$ cat src/rtl/kd_tree_pkg.sv
// rtl/kd_tree_pkg.sv - shared command codes, FSM states and data-field layout for the kd-tree
package kd_tree_pkg;

  localparam logic [2:0] CMD_NOP              = 3'd0;
  localparam logic [2:0] CMD_DEPTH_TTL        = 3'd1;
  localparam logic [2:0] CMD_SEND_SORT_ACK    = 3'd2;
  localparam logic [2:0] CMD_START_SORT       = 3'd3;
  localparam logic [2:0] CMD_SORT_DONE        = 3'd4;
  localparam logic [2:0] CMD_SWITCH_WITH_TOP  = 3'd5;
  localparam logic [2:0] CMD_SWITCH_WITH_DOWN = 3'd6;

  // Data word layout: axis in the top AXIS_W bits, ttl below it.
  localparam int AXIS_W = 2;

  typedef enum logic [2:0] {
    ST_IDLE,
    ST_CONFIG,
    ST_WAIT_CFG,
    ST_SORT,
    ST_WAIT_SORT,
    ST_GAP,
    ST_DONE,
    ST_ERROR
  } kd_state_e;

  function automatic int ttl_width(input int data_w);
    return data_w - AXIS_W;
  endfunction

endpackage

$ cat src/rtl/kd_wait_timer.sv
// rtl/kd_wait_timer.sv - loadable down-counter; expired is high once the count reaches zero
module kd_wait_timer #(
  parameter int WIDTH = 10
) (
  input  logic             clk,
  input  logic             rst,
  input  logic             load,
  input  logic [WIDTH-1:0] load_value,
  input  logic             enable,
  output logic             expired
);

  logic [WIDTH-1:0] count;

  // Saturates at zero so a stalled wait keeps reporting expiry.
  always_ff @(posedge clk) begin
    if (rst) begin
      count <= '0;
    end else if (load) begin
      count <= load_value;
    end else if (enable && (count != '0)) begin
      count <= count - 1'b1;
    end
  end

  assign expired = (count == '0);

endmodule

$ cat src/rtl/kd_root_master.sv
// rtl/kd_root_master.sv - kd-tree root initiator: configures the tree, then runs sort passes until stable
module kd_root_master
  import kd_tree_pkg::*;
#(
  parameter int CMD_W      = 3,
  parameter int DATA_W     = 16,
  parameter int MAX_PASSES = 16,
  parameter int TIMEOUT    = 1024
) (
  input  logic                             clk,
  input  logic                             rst,
  input  logic                             start,
  input  logic [1:0]                       cfg_axis,
  output logic                             busy,
  output logic                             done,
  output logic                             error,
  output logic [$clog2(MAX_PASSES+1)-1:0]  pass_count,
  output logic [CMD_W-1:0]                 command_to_child,
  output logic [DATA_W-1:0]                data_to_child,
  input  logic [CMD_W-1:0]                 command_from_child,
  input  logic [DATA_W-1:0]                data_from_child
);

  localparam int TTL_W   = ttl_width(DATA_W);
  localparam int TIMER_W = (TIMEOUT > 2) ? $clog2(TIMEOUT) : 1;

  localparam logic [CMD_W-1:0] C_NOP        = CMD_W'(CMD_NOP);
  localparam logic [CMD_W-1:0] C_DEPTH_TTL  = CMD_W'(CMD_DEPTH_TTL);
  localparam logic [CMD_W-1:0] C_ACK        = CMD_W'(CMD_SEND_SORT_ACK);
  localparam logic [CMD_W-1:0] C_START_SORT = CMD_W'(CMD_START_SORT);
  localparam logic [CMD_W-1:0] C_SORT_DONE  = CMD_W'(CMD_SORT_DONE);
  localparam logic [TTL_W-1:0] TTL_INIT     = '0;

  kd_state_e             state;
  kd_state_e             state_next;
  logic [AXIS_W-1:0]     axis_q;
  logic [CMD_W-1:0]      cmd_next;
  logic [DATA_W-1:0]     data_next;
  logic                  pass_inc;
  logic                  accept_start;
  logic                  in_wait;
  logic                  expired;
  logic                  unused_resp_bits;

  assign accept_start     = (state == ST_IDLE) && start;
  assign in_wait          = (state == ST_WAIT_CFG) || (state == ST_WAIT_SORT);
  assign unused_resp_bits = ^data_from_child[DATA_W-1:1];

  // Reloaded in every non-wait state, so each wait starts with a full budget.
  kd_wait_timer #(
    .WIDTH (TIMER_W)
  ) u_wait_timer (
    .clk        (clk),
    .rst        (rst),
    .load       (!in_wait),
    .load_value (TIMER_W'(TIMEOUT - 1)),
    .enable     (in_wait),
    .expired    (expired)
  );

  always_ff @(posedge clk) begin
    if (rst) begin
      state <= ST_IDLE;
    end else begin
      state <= state_next;
    end
  end

  always_comb begin
    state_next = state;
    cmd_next   = C_NOP;
    data_next  = '0;
    pass_inc   = 1'b0;
    unique case (state)
      ST_IDLE: begin
        if (start) state_next = ST_CONFIG;
      end
      ST_CONFIG: begin
        cmd_next   = C_DEPTH_TTL;
        data_next  = {axis_q, TTL_INIT};
        state_next = ST_WAIT_CFG;
      end
      ST_WAIT_CFG: begin
        // Response wins over a coincident expiry.
        if (command_from_child == C_ACK) begin
          state_next = ST_SORT;
        end else if (expired) begin
          state_next = ST_ERROR;
        end else begin
          cmd_next  = C_DEPTH_TTL;
          data_next = {axis_q, TTL_INIT};
        end
      end
      ST_SORT: begin
        cmd_next   = C_START_SORT;
        state_next = ST_WAIT_SORT;
      end
      ST_WAIT_SORT: begin
        if (command_from_child == C_SORT_DONE) begin
          pass_inc = 1'b1;
          if (data_from_child[0]) begin
            state_next = ST_DONE;
          end else if (int'(pass_count) + 1 == MAX_PASSES) begin
            state_next = ST_ERROR;
          end else begin
            state_next = ST_GAP;
          end
        end else if (expired) begin
          state_next = ST_ERROR;
        end else begin
          cmd_next = C_START_SORT;
        end
      end
      ST_GAP:   state_next = ST_SORT;
      ST_DONE:  state_next = ST_IDLE;
      ST_ERROR: state_next = ST_IDLE;
      default:  state_next = ST_IDLE;
    endcase
  end

  // done/error/busy look ahead one state so they line up with DONE/ERROR entry.
  always_ff @(posedge clk) begin
    if (rst) begin
      axis_q           <= '0;
      command_to_child <= C_NOP;
      data_to_child    <= '0;
      busy             <= 1'b0;
      done             <= 1'b0;
      error            <= 1'b0;
      pass_count       <= '0;
    end else begin
      command_to_child <= cmd_next;
      data_to_child    <= data_next;
      busy             <= !(state_next inside {ST_IDLE, ST_DONE, ST_ERROR});
      done             <= (state_next == ST_DONE);
      if (accept_start) begin
        axis_q     <= cfg_axis;
        pass_count <= '0;
        error      <= 1'b0;
      end else begin
        if (pass_inc) pass_count <= pass_count + 1'b1;
        if (state_next == ST_ERROR) error <= 1'b1;
      end
    end
  end

endmodule

$ cat config.mk
export PLATFORM = sky130hd
export DESIGN_NAME = kd_root_master
export DESIGN_NICKNAME = d
export VERILOG_FILES = /design/src/rtl/kd_tree_pkg.sv /design/src/rtl/kd_wait_timer.sv /design/src/rtl/kd_root_master.sv
export SDC_FILE = /design/constraint.sdc
export NUM_CORES = 1
export LEC_CHECK = 0
export ABC_AREA = 1
export BUFFER_PORTS_ARGS = -buffer_cell sky130_fd_sc_hd__buf_4
export CAP_MARGIN = 30
export CORE_UTILIZATION = 25
export DETAILED_ROUTE_END_ITERATION = 8
export GPL_ROUTABILITY_DRIVEN = 0
export PLACE_DENSITY = 0.56
export SETUP_SLACK_MARGIN = 0.4
export SLEW_MARGIN = 20
export SYNTH_ARGS = -nofsm -noshare
export SYNTH_HDL_FRONTEND = slang
export SYNTH_SLANG_ARGS = --single-unit
$ cat constraint.sdc
create_clock -name clk -period 2.9 [get_ports clk]
set_input_delay 0.58 -clock clk [delete_from_list [all_inputs] [get_ports clk]]
set_output_delay 0.58 -clock clk [all_outputs]
set_load 0.05 [all_outputs]
Word-level counts from Yosys, hierarchy flattened
Cells that the tools add are included.
{ "word_totals": {"reg_bits": 42, "latchBits": 0, "ramBits": 0, "romBits": 0, "inputBits": 24, "output_inout_bits": 27, "word_cells": 55, "mem_count": 0} }
{ "op_classes": {"add_sub_neg": 3, "multipliers": 0, "div_mod_pow": 0, "order_cmp": 0, "eq_ne": 13, "shift": 0, "muxes": 19, "bitwise": 0, "reduce_logical": 11} }
{ "ops": {"columns": ["op", "n"], "rows": [
  ["$mux 16", 2],
  ["$pmux 16 s2", 1],
  ["$eq 3x3->1 const B", 7],
  ["$pmux 3 s7", 1],
  ["$mux 10", 2],
  ["$mux 3", 4],
  ["$logic_not 10->1", 1],
  ["$reduce_bool 10->1", 1],
  ["$sub 10x1->10 const B", 1],
  ["$eq 3x2->1 const B", 3],
  ["$mux 2", 4],
  ["$pmux 2 s4", 1],
  ["$add 5x1->6 const B", 1],
  ["$eq 6x5->1 const B", 1],
  ["$logic_not 3->1", 2],
  ["$add 5x1->5 const B", 1],
  ["$mux 1", 4],
  ["$reduce_or 2->1", 2],
  ["$eq 3x1->1 const B", 1],
  ["$reduce_bool 3->1", 1],
  ["$logic_and 1x1->1", 2],
  ["$ne 2x2->1 const B", 1],
  ["$logic_not 1->1", 1],
  ["$logic_or 1x1->1", 1]
]} }

Logic depth before layout (Yosys ltp)
Gate-level depths: netlist of run 1.
{ "depth": {"ltp_word": 9, "ltp_mapped": 12, "depth_no_buf": 12} }

Modules after synthesis
Synthesis of run 1 repeated with hierarchy kept, for this count alone.
{ "hier_totals": {"hier_cells": 241, "hier_area_um2": 1664.1} }
{ "by_module_without_submodules": {"columns": ["module", "n_inst", "cells_each", "area_each_um2", "seq_area_each_um2"], "rows": [
  ["kd_root_master", 1, 125, 905.9, 340.3],
  ["kd_wait_timer", 1, 116, 758.2, 200.2]
]} }

Least setup slack after synthesis of run 1
No wires, ideal clock.
{ "synth_timing": {"path_kind": "register to register", "startpoint": "register pass_count[1]", "endpoint": "register busy", "t_arrival_ps": 1611, "slack_ps": 1171, "path_stages_with_launch": 13, "n_path_buf": 0, "period_less_slack_ps": 1729, "cell_sequence": "dfxtp_1 -> ha_1 -> nand3_1 -> nand2_1 -> nand2_1 -> nor2_1 -> nand2_1 -> nand2_1 -> nand2_2 -> nand2_4 -> nand2_1 -> nand2_1 -> a21oi_1"} }
{ "synth_between": {"elab_chain_len": 9, "elab_cells_between_ends": 11, "classes_between": "1 x add/sub; 3 x eq/ne; 4 x mux; 3 x reduce/logical"} }
{ "synth_rtl": {"columns": ["element", "line_no", "rtl"], "rows": [
  ["start: declaration", "kd_root_master.sv:17", "output logic [$clog2(MAX_PASSES+1)-1:0] pass_count,"],
  ["start signal: assignment", "kd_root_master.sv:141", "if (pass_inc) pass_count <= pass_count + 1'b1;"],
  ["$add 5x1->6 (*)", "kd_root_master.sv:103", "end else if (int'(pass_count) + 1 == MAX_PASSES) begin"],
  ["$eq 6x5->1 (*)", "kd_root_master.sv:103", null],
  ["$mux 2 (*)", "kd_root_master.sv:103", null],
  ["$mux 2 (*)", "kd_root_master.sv:101", "if (data_from_child[0]) begin"],
  ["$mux 3 (*)", "kd_root_master.sv:99", "if (command_from_child == C_SORT_DONE) begin"],
  ["$pmux 3 s7 (*)", "kd_root_master.sv:74", "unique case (state)"],
  ["$eq 3x3->1 / $logic_not 3->1 (equally long branches)", "kd_root_master.sv:134", "busy <= !(state_next inside {ST_IDLE, ST_DONE, ST_ERROR});"],
  ["$reduce_bool 3->1 (*)", "kd_root_master.sv:134", null],
  ["$logic_not 1->1 (*)", "kd_root_master.sv:134", null],
  ["end signal: assignment", "kd_root_master.sv:134", null],
  ["end: declaration", "kd_root_master.sv:14", "output logic busy,"]
]} }
Mark *: on every way between the ends. The rest lies on a longest branch, timed or not.
A chain may end at the register's enable or synchronous reset.

Worst setup path in the final report of run 1
{ "layout_timing": {"startpoint": "register u_wait_timer.count[0]", "endpoint": "register done"} }
{ "layout_between": {"elab_chain_len": 5, "elab_cells_between_ends": 6, "classes_between": "1 x eq/ne; 4 x mux; 1 x reduce/logical"} }
{ "layout_rtl": {"columns": ["element", "line_no", "rtl"], "rows": [
  ["start: declaration", "kd_wait_timer.sv:13", "logic [WIDTH-1:0] count;"],
  ["start signal: assignment", "kd_wait_timer.sv:20", "count <= load_value;"],
  ["start signal: assignment", "kd_wait_timer.sv:22", "count <= count - 1'b1;"],
  ["$logic_not 10->1 (*)", "kd_wait_timer.sv:26", "assign expired = (count == '0);"],
  ["$mux 3 (*)", "kd_root_master.sv:87, kd_root_master.sv:108", null],
  ["$mux 3, on equally long branches", "kd_root_master.sv:99, kd_root_master.sv:85", null],
  ["$pmux 3 s7 (*)", "kd_root_master.sv:74", null],
  ["$eq 3x3->1 (*)", "kd_root_master.sv:135", "done <= (state_next == ST_DONE);"],
  ["end signal: assignment", "kd_root_master.sv:135", null],
  ["end: declaration", "kd_root_master.sv:15", "output logic done,"]
]} }
Marked as above.

==> results of run 1 <==
layout by cell type (no fill, tap or decap), drive strengths merged, types with 4 or more instances in the layout:
cell     n
a21oi   19
buf     20
clkbuf   4
conb    15
dfxtp   27
inv     34
nand2   48
nand3    9
nand4    4
nor2    29
nor3     5
o21ai    9
registers in the layout, summed over array words and instances (netlist names):
register	flops
data_to_child	2
u_wait_timer.count	10
error	1
axis_q	2
command_to_child	2
busy	1
pass_count	5
state	3
done	1
power groups by stage:
stage                     clock network (mW)  registers (mW)  logic, mW
final                                  0.220           0.408      0.189
after detailed placement                   0           0.417      0.189
after floorplan                            0           0.430      0.155
after global placement                     0           0.417      0.188
after CTS                              0.229           0.409      0.190
after global routing                   0.242           0.411      0.207
logic make-up after synthesis:
| family | Yosys count | synth area share (%) |
|---|---|---|
| and+or+nand+nor | 98 | 33.78 |
| DFF | 27 | 34.42 |
| xor gates and xnor gates | 1 | 0.5579 |
| AOI/OAI and AO/OA | 34 | 13.31 |
| adders and majority gates | 2 | 1.593 |
| other | 1 | 0.2388 |
| buffers and inverters | 51 | 16.10 |
worst paths after layout:
check | from | endpoint | slack [ns]
worst max-delay path | u_wait_timer.count[0] | done | 1.19
worst min register to register | axis_q[1] | data_to_child[15] | 0.45
worst min-delay path | axis_q[1] | data_to_child[15] | 0.45
worst max register to register | u_wait_timer.count[0] | done | 1.19
cell type report:
cell class / count / area, um^2 / area share (%)
multi-input cells: 150 / 829.5 / 46.30
well taps: 75 / 93.84 / 5.237
repair buffers: 20 / 150.1 / 8.380
flip-flops and latches: 27 / 540.5 / 30.17
inverters: 34 / 132.6 / 7.402
clock buffers: 4 / 45.04 / 2.514
per-layer routing:
metal / vias up / global-route usage, % / part of all wire [%]
li1: 695 / - / -
met2: 28 / 17.48 / 48
met5: - / 0 / 0
met3: 4 / 2.697 / 3.5
met1: 576 / 11.90 / 48
met4: 0 / 2.143 / 0.68
critical path, stage by stage (launching register included):
cell and delay, ns:
dfxtp_1 0.33, inv_1 0.17, ha_1 0.27, nand2_2 0.10
nor2_4 0.12, nand3_4 0.16, nand2_1 0.13, nand2_1 0.07
nand4_2 0.10, inv_1 0.07, nand2_1 0.07, nor2_2 0.03
through the flow:
step / util [%] / area (um^2)
final: 29.91 / 1792
after global placement: 29.16 / 1747
after global routing: 29.91 / 1792
after CTS: 29.91 / 1792
after detailed placement: 29.16 / 1747
after floorplan: - / 1623
==> reports/results.ini, run 1 <==
[run_status]
outcome=complete, no violations

[power_and_ir_drop]
seqPwrFrac_pct=50.0
combPwrFrac_pct=23.1
irDropWorstVdd_v=0.0002243
total_power_uw=817.7
p_clk_share_pct=26.9
internal_power_uw=541.7
p_sw_uw=276.0
power.density_nw_per_um2=456.4
p_leak_nw=0.8176
switching_share_pct=33.76

[synth]
synthCells=214
ys_ff_latch=27
yosys.area.top_type=dfxtp_1
synth_cell_types=36
synth_common_cells=nand2_1, inv_1, dfxtp_1
synth_area_leaders=dfxtp_1, nand2_1, buf_4, inv_1, a21oi_1
synth_top_area_share_pct=34.42
syn_area_um2=1570
synth_seq_area_share_pct=34.42
async_reset_ff_share_pct=0
synth-edff-count=0
synth_top_flop_cell=dfxtp_1
syn_area_per_cell_um2=7.338
yosysMostFrequentCell=nand2_1
ys_warn_count=0

[timing]
fin_setup_tns_ns=0
rsz0062_at_grt=false
slew_viol_final=0
hold_viol=0
layout_worst_path_cycle_share_pct=59.03
period_needed_ns=1.712
fin_skew_ns=0.001636
finalSetupViolations=0
max_freq_ghz=0.5842
setup_ws_ns=1.188
holdWs_ns=0.4503

[finish]
diodes=0
layout.nets=262
area_delta_synth_final_pct=14.10
layout-drive-gt1-share_pct=24.68
layoutNonFillerInstCount=310
fill_cells=648

[drt]
firstDrtPassIters=4
drt_wl_total_um=3069
drt-initial-drc-count=37
drcViolationCount=0
viasPerCell=4.203
wl_per_cell_um=9.900
num_vias=1303
ant_nets=0

[min_path]
hp-class=reg2reg
holdPathStages=2

[global_routing]
grt_max_degree=17
overflow=0
antenna_found_initial=0
grt_usage_pct=9.913
grt_pass1_vias=1167
grt_pass1_wl_um=5057

[clocking]
numCtsBuffers=3
clk_pin_slew_ns=0.09
clkLatencyLatePin_ns=0.27
ctsLongestPathBuffers=2
postCtsResizedCells=0
cts_max_level=1
cts_hold_buf=0
cts_tree=built
postCtsSetupBuffers=0
cts-root-buf=clkbuf_8
clock_sinks=27

[floorplanning]
core_area_um2=5991
die_w_um=81.25
initial_core_util_pct=26.21
die_h_um=81.25
row_count=28
num_io_pins=51
design.die.area_um2=6602

[setup_path]
reg2reg_depth=11
cp_max_fo=9
cp-end-kind=flop
required_ns=3.08
start_kind=flop
arrival_ns=1.89
crit_type=reg2reg

[placed_design]
io_buffers=20
dpl.hpwl_um=2411
preCtsSetupSlack_ns=1.182
place_inst=306

[job]
maxCapViolCount=0

Power figures use the tool's default switching activity.
==> inputs of run 2 (changes only) <==
- PLACE_DENSITY: 0.56 -> 0.58
- clock period: 2.9 -> 1.5 ns (I/O delays scaled with it)
==> reports/results.ini, run 2 (synthesis gave the netlist of run 1 again) <==
[run_status]
outcome=complete, no violations

[drt]
wl_met1_um=1461  ; -0.95%
drt_wl_total_um=3516  ; +15%
ant_nets=0  ; unchanged
drcViolationCount=0  ; unchanged
viasPerCell=4.302  ; +2.4%
wl_met3_um=135  ; +25%
num_vias=1437  ; +10%
wl_per_cell_um=10.53  ; +6.3%
top_layer=met4
met2_wirelength_um=1892  ; +29%
firstDrtPassIters=4  ; unchanged
drt-initial-drc-count=57  ; +54%

[clocking]
cts_tree=built
clk_pin_slew_ns=0.10  ; about the same
cts_hold_buf=0  ; unchanged
clock_sinks=27  ; unchanged
clkLatencyLatePin_ns=0.28  ; about the same
cts_max_level=1  ; unchanged
numCtsBuffers=3  ; unchanged
cts-root-buf=clkbuf_8
ctsLongestPathBuffers=2  ; unchanged

[setup_path]
start_kind=flop
worst-r2r-setup-slack_ns=0.02  ; -1.17 ns
r2r-end=u_wait_timer.count[6]
r2r_start=u_wait_timer.count[0]
cp_max_fo=8  ; -1
cp-end-kind=flop
crit_type=reg2reg
reg2reg_depth=11  ; unchanged
required_ns=1.67  ; -1.41 ns
arrival_ns=1.64  ; -0.25 ns

[floorplanning]
die_w_um=81.25  ; unchanged
num_io_pins=51  ; unchanged
row_count=28  ; unchanged
core_area_um2=5991  ; unchanged
initial_core_util_pct=26.21  ; unchanged
design.die.area_um2=6602  ; unchanged
die_h_um=81.25  ; unchanged

[placed_design]
dpl.hpwl_um=2408  ; -0.14%
dpl_cell_area_um2=1824  ; +4.4%
io_buffers=20  ; unchanged
preCtsSetupSlack_ns=0.01980  ; -1.162 ns

[finish]
fill_cells=628  ; -3.1%
largest_register_ffs=10  ; unchanged
mostFrequentLayoutCell=nand2_1
diodes=0  ; unchanged
final_cell_mix=nand2_1, buf_4, inv_1, nor2_1, conb_1
layout.nets=286  ; +9.2%
layout-drive-gt1-share_pct=49.81  ; +25 points
area_delta_synth_final_pct=41.35
regMostFlops=u_wait_timer.count
reg.largest.list=u_wait_timer.count: 10 flops, pass_count: 5 flops, state: 3 flops
design_area_um2=2220  ; +24%

[min_path]
hp-start=cfg_axis[1]
hold_path_end=axis_q[1]
hp-class=in2reg
holdPathStages=3  ; +1

[timing]
layout_worst_path_cycle_share_pct=98.53  ; +39 points
fin_skew_ns=0.01247  ; +0.01084 ns
slew_viol_final=0  ; unchanged
finalSetupViolations=0  ; unchanged
period_needed_ns=1.478  ; -0.2339 ns
rsz0062_at_grt=true
hold_viol=0  ; unchanged
setup_ws_ns=0.02211  ; -1.166 ns
fin_setup_tns_ns=0  ; unchanged
max_freq_ghz=0.6766  ; +16%

[global_routing]
grt_max_degree=17  ; unchanged
overflow=0  ; unchanged
grt_usage_pct=11.29  ; +1.4 points
grt_pass1_vias=1292  ; +11%
antenna_found_initial=0  ; unchanged
grt_pass1_wl_um=5727  ; +13%

[power_and_ir_drop]
p_leak_nw=0.9784  ; +20%
power.density_nw_per_um2=765.6  ; +68%
irDropWorstVdd_v=0.0003849  ; +72%

[job]
maxCapViolCount=0  ; unchanged

[run 2: changes by cell type in the layout (fill, tap and decap cells not counted), moves of 5 or more]
cell and delta:
dfxtp_1 -16, dfxtp_2 +13, buf_6 +10, nand2_1 -10, buf_4 +9, nand2_2 +8, buf_8 +5, inv_1 -5
[run 2: critical path, stage by stage (launching register included)]
cell and delay, ns:
dfxtp_2 0.36, inv_4 0.04, ha_4 0.16, nand2_4 0.06, nor2_4 0.05, nand3_4 0.13
buf_4 0.14, nand3_2 0.08, nor3_4 0.16, nand2_1 0.07, nand2_1 0.07, a21oi_2 0.05
[run 2: cell type report]
cell class / instances / area, um^2 / area share, %
Clock buffer: 3 / 41.29 / 1.860
Clock inverter: 1 / 5.005 / 0.2255
Inverter: 34 / 135.1 / 6.088
Multi-Input combinational cell: 150 / 970.9 / 43.74
Sequential cell: 27 / 568.0 / 25.59
Tap cell: 75 / 93.84 / 4.228
Timing Repair Buffer: 44 / 405.4 / 18.26
[run 2: what timing repair did]
action | in CTS | in global routing
endpoints found under the setup margin | 33 | 38
buffers inserted | 12 | 8
resized for setup | 34 | 28
pin swaps | 13 | 16
[run 2: worst max path at each step]
stage,startpoint,to,slack (ns)
floorplan,u_wait_timer.count[0],error,0.12
global placement,u_wait_timer.count[1],error,0.04
detailed placement,u_wait_timer.count[0],error,0.02
CTS,u_wait_timer.count[0],busy,0.09
global route,u_wait_timer.count[1],busy,-0.07
finish,u_wait_timer.count[0],u_wait_timer.count[6],0.02
[run 2: where the power goes]
group	internal [mW]	switching (mW)	leakage (nW)	total (mW)
logic	0.165	0.308	0.723	0.473
registers	0.757	0.0387	0.230	0.795
clock network	0.187	0.244	0.0255	0.431
total	1.11	0.591	0.978	1.70
[run 2: layer usage]
metal  GRT usage (%)  vias to the layer above
met1           13.08                      657
li1                -                      747
met3           2.697                        4
met4           2.679                        0
met2           20.67                       29
met5               0                        -
[run 2: through the flow]
| step | utilization, % | std cells | hold slack (ns) | power, mW |
|---|---|---|---|---|
| 5_1_grt | 37.05 | 334 | 0.2902 | 1.799 |
| 2_1_floorplan | - | 228 | 0.4234 | 1.135 |
| 3_3_place_gp | 30.45 | 310 | 0.4429 | 1.182 |
| 6_report | 37.05 | 334 | 0.2939 | 1.699 |
| 3_5_place_dp | 30.45 | 310 | 0.4463 | 1.185 |
| 4_1_cts | 34.65 | 326 | 0.2882 | 1.682 |
==> inputs of run 3 (changes only) <==
- SETUP_SLACK_MARGIN: 0.4 -> not set
==> reports/results.ini, run 3 (synthesis gave the netlist of run 1 again) <==
[run_status]
outcome=complete, no violations

[drt]
ant_nets=0  ; unchanged
viasPerCell=4.125  ; -4.1%
firstDrtPassIters=4  ; unchanged
wl_per_cell_um=9.922  ; -5.7%
drcViolationCount=0  ; unchanged
drt_wl_total_um=3185  ; -9.4%
num_vias=1324  ; -7.9%
drt-initial-drc-count=35  ; -39%

[timing]
period_needed_ns=1.451  ; -0.02676 ns
hold_viol=0  ; unchanged
max_freq_ghz=0.6891  ; +1.8%
fin_skew_ns=0.004104  ; -0.008371 ns
setup_ws_ns=0.04887  ; +0.02676 ns
slew_viol_final=0  ; unchanged
rsz0062_at_grt=true
layout_worst_path_cycle_share_pct=96.74  ; -1.8 points
finalSetupViolations=0  ; unchanged

[setup_path]
cp_slowest_cell=dfxtp_2
crit_family=simple AND/OR/NAND/NOR gates
cp-end-kind=flop
slowest_delay_ns=0.33  ; -0.03 ns
crit_type=reg2reg
start_kind=flop
cpMostUsedCell=nand2_4
path_cells=inv_2 -> ha_4 -> nand2_4 -> nor2_4 -> nand3_4 -> o21ai_2 -> nand2_2 -> nand2_4 -> nand3_2 -> a21oi_2
worstSetupStartpoint=u_wait_timer.count[1]
required_ns=1.72  ; +0.05 ns
cp_max_fo=8  ; unchanged
cp_num_buf_inv=1  ; -1
arrival_ns=1.67  ; +0.03 ns
r2r_start=u_wait_timer.count[1]

[clocking]
cts_tree=built
clkLatencyLatePin_ns=0.27  ; about the same
clock_sinks=27  ; unchanged
cts-root-buf=clkbuf_8
numCtsBuffers=3  ; unchanged
ctsLongestPathBuffers=2  ; unchanged
cts_max_level=1  ; unchanged
clk_pin_slew_ns=0.10  ; about the same

[placed_design]
dpl.hpwl_um=2465  ; +2.4%
preCtsSetupSlack_ns=-0.01489  ; -0.03469 ns
io_buffers=20  ; unchanged

[power_and_ir_drop]
internal_power_mw=1.065  ; -3.9%
irDropWorstVdd_v=0.0003811  ; -0.97%
p_clk_share_pct=26.2  ; +0.8 points
power.density_nw_per_um2=834.9  ; +9.0%
combPwrFrac_pct=24.7  ; -3.1 points
seqPwrFrac_pct=49.1  ; +2.3 points
p_sw_uw=545.3  ; -7.7%
switching_share_pct=33.86  ; -0.91 points
p_leak_nw=0.8801  ; -10%
total_power_mw=1.611  ; -5.2%

[min_path]
hp-start=cfg_axis[0]
hp-class=in2reg

[global_routing]
antenna_found_initial=0  ; unchanged
grt_usage_pct=10.38  ; -0.91 points
overflow=0  ; unchanged
grt_max_degree=17  ; unchanged
grt_pass1_wl_um=5347  ; -6.6%
grt_pass1_vias=1210  ; -6.3%

[finish]
utilization_pct=32.21  ; -4.8 points
area_delta_synth_final_pct=22.87
largest_register_ffs=10  ; unchanged
regMostFlops=u_wait_timer.count
final_cell_mix=nand2_1, buf_4, inv_1, dfxtp_1, nor2_1
reg.largest.list=u_wait_timer.count: 10 flops, pass_count: 5 flops, state: 3 flops
layout.nets=273  ; -4.5%
diodes=0  ; unchanged
layout-drive-gt1-share_pct=33.74  ; -16 points
mostFrequentLayoutCell=nand2_1

[job]
maxCapViolCount=0  ; unchanged

[floorplanning]
design.die.area_um2=6602  ; unchanged
initial_core_util_pct=26.21  ; unchanged
core_area_um2=5991  ; unchanged
die_w_um=81.25  ; unchanged
die_h_um=81.25  ; unchanged
row_count=28  ; unchanged
num_io_pins=51  ; unchanged

-- run 3: cell count changes in the layout (fill, tap and decap cells not counted), moves of 3 or more --
cell / change
a21oi_1: +4
nor3_2: -4
buf_6: -10
dfxtp_1: +8
nand2_1: +10
a21oi_2: -4
dfxtp_2: -7
nand2_2: -9
nor3_1: +4
buf_8: -5
inv_1: +3
-- run 3: path summary, 6_finish.rpt --
check	endpoint	slack, ns	cells after the start
min	axis_q[0]	0.30	3
min reg2reg	error	0.46	2
max reg2reg	error	0.05	10
max	error	0.05	10
-- run 3: worst min-delay path, delay by kind of cell --
kind | cells | cell delay (ns)
compound gates | 2 | 0.17
buf+inv | 1 | 0.07
-- run 3: final cells by class --
cell class,count,area (um^2)
clock inverter,1,5.005
multi-input combinational,150,868.3
fill,663,4061
inverter,34,132.6
clock buffer,3,41.29
timing repair buffer,31,232.7
sequential,27,555.5
tap,75,93.84
-- run 3: metal layers --
layer	vias to the layer above	wire length [um]	GRT usage (%)
met4	0	0	1.071
met1	597	1426	12.10
met5	-	0	0
met3	0	94	2.697
li1	710	-	-
met2	17	1664	19.41
-- run 3: timing repair --
item / CTS / global route
resized for setup: 7 / 7
setup buffers: 1 / 2
pin swaps: 9 / 3
endpoints found under the setup margin: 4 / 11
hold buffers: 0 / 0
hold endpoints to repair: 0 / 0
-- run 3: power groups by stage --
stage,logic [mW],clock network [mW],registers [mW]
floorplan,0.300,0,0.828
CTS,0.392,0.441,0.789
global placement,0.381,0,0.802
detailed placement,0.383,0,0.803
finish,0.398,0.422,0.791
global route,0.438,0.466,0.798
-- run 3: stage by stage --
step | hold slack, ns | cells | area [um^2] | setup TNS [ns]
after global routing | 0.3067 | 321 | 1929 | -0.09603
after CTS | 0.2949 | 319 | 1891 | 0
after floorplan | 0.4234 | 228 | 1632 | 0
after global placement | 0.4405 | 314 | 1815 | -0.004597
after detailed placement | 0.4463 | 314 | 1815 | -0.01489
final | 0.3026 | 321 | 1929 | 0
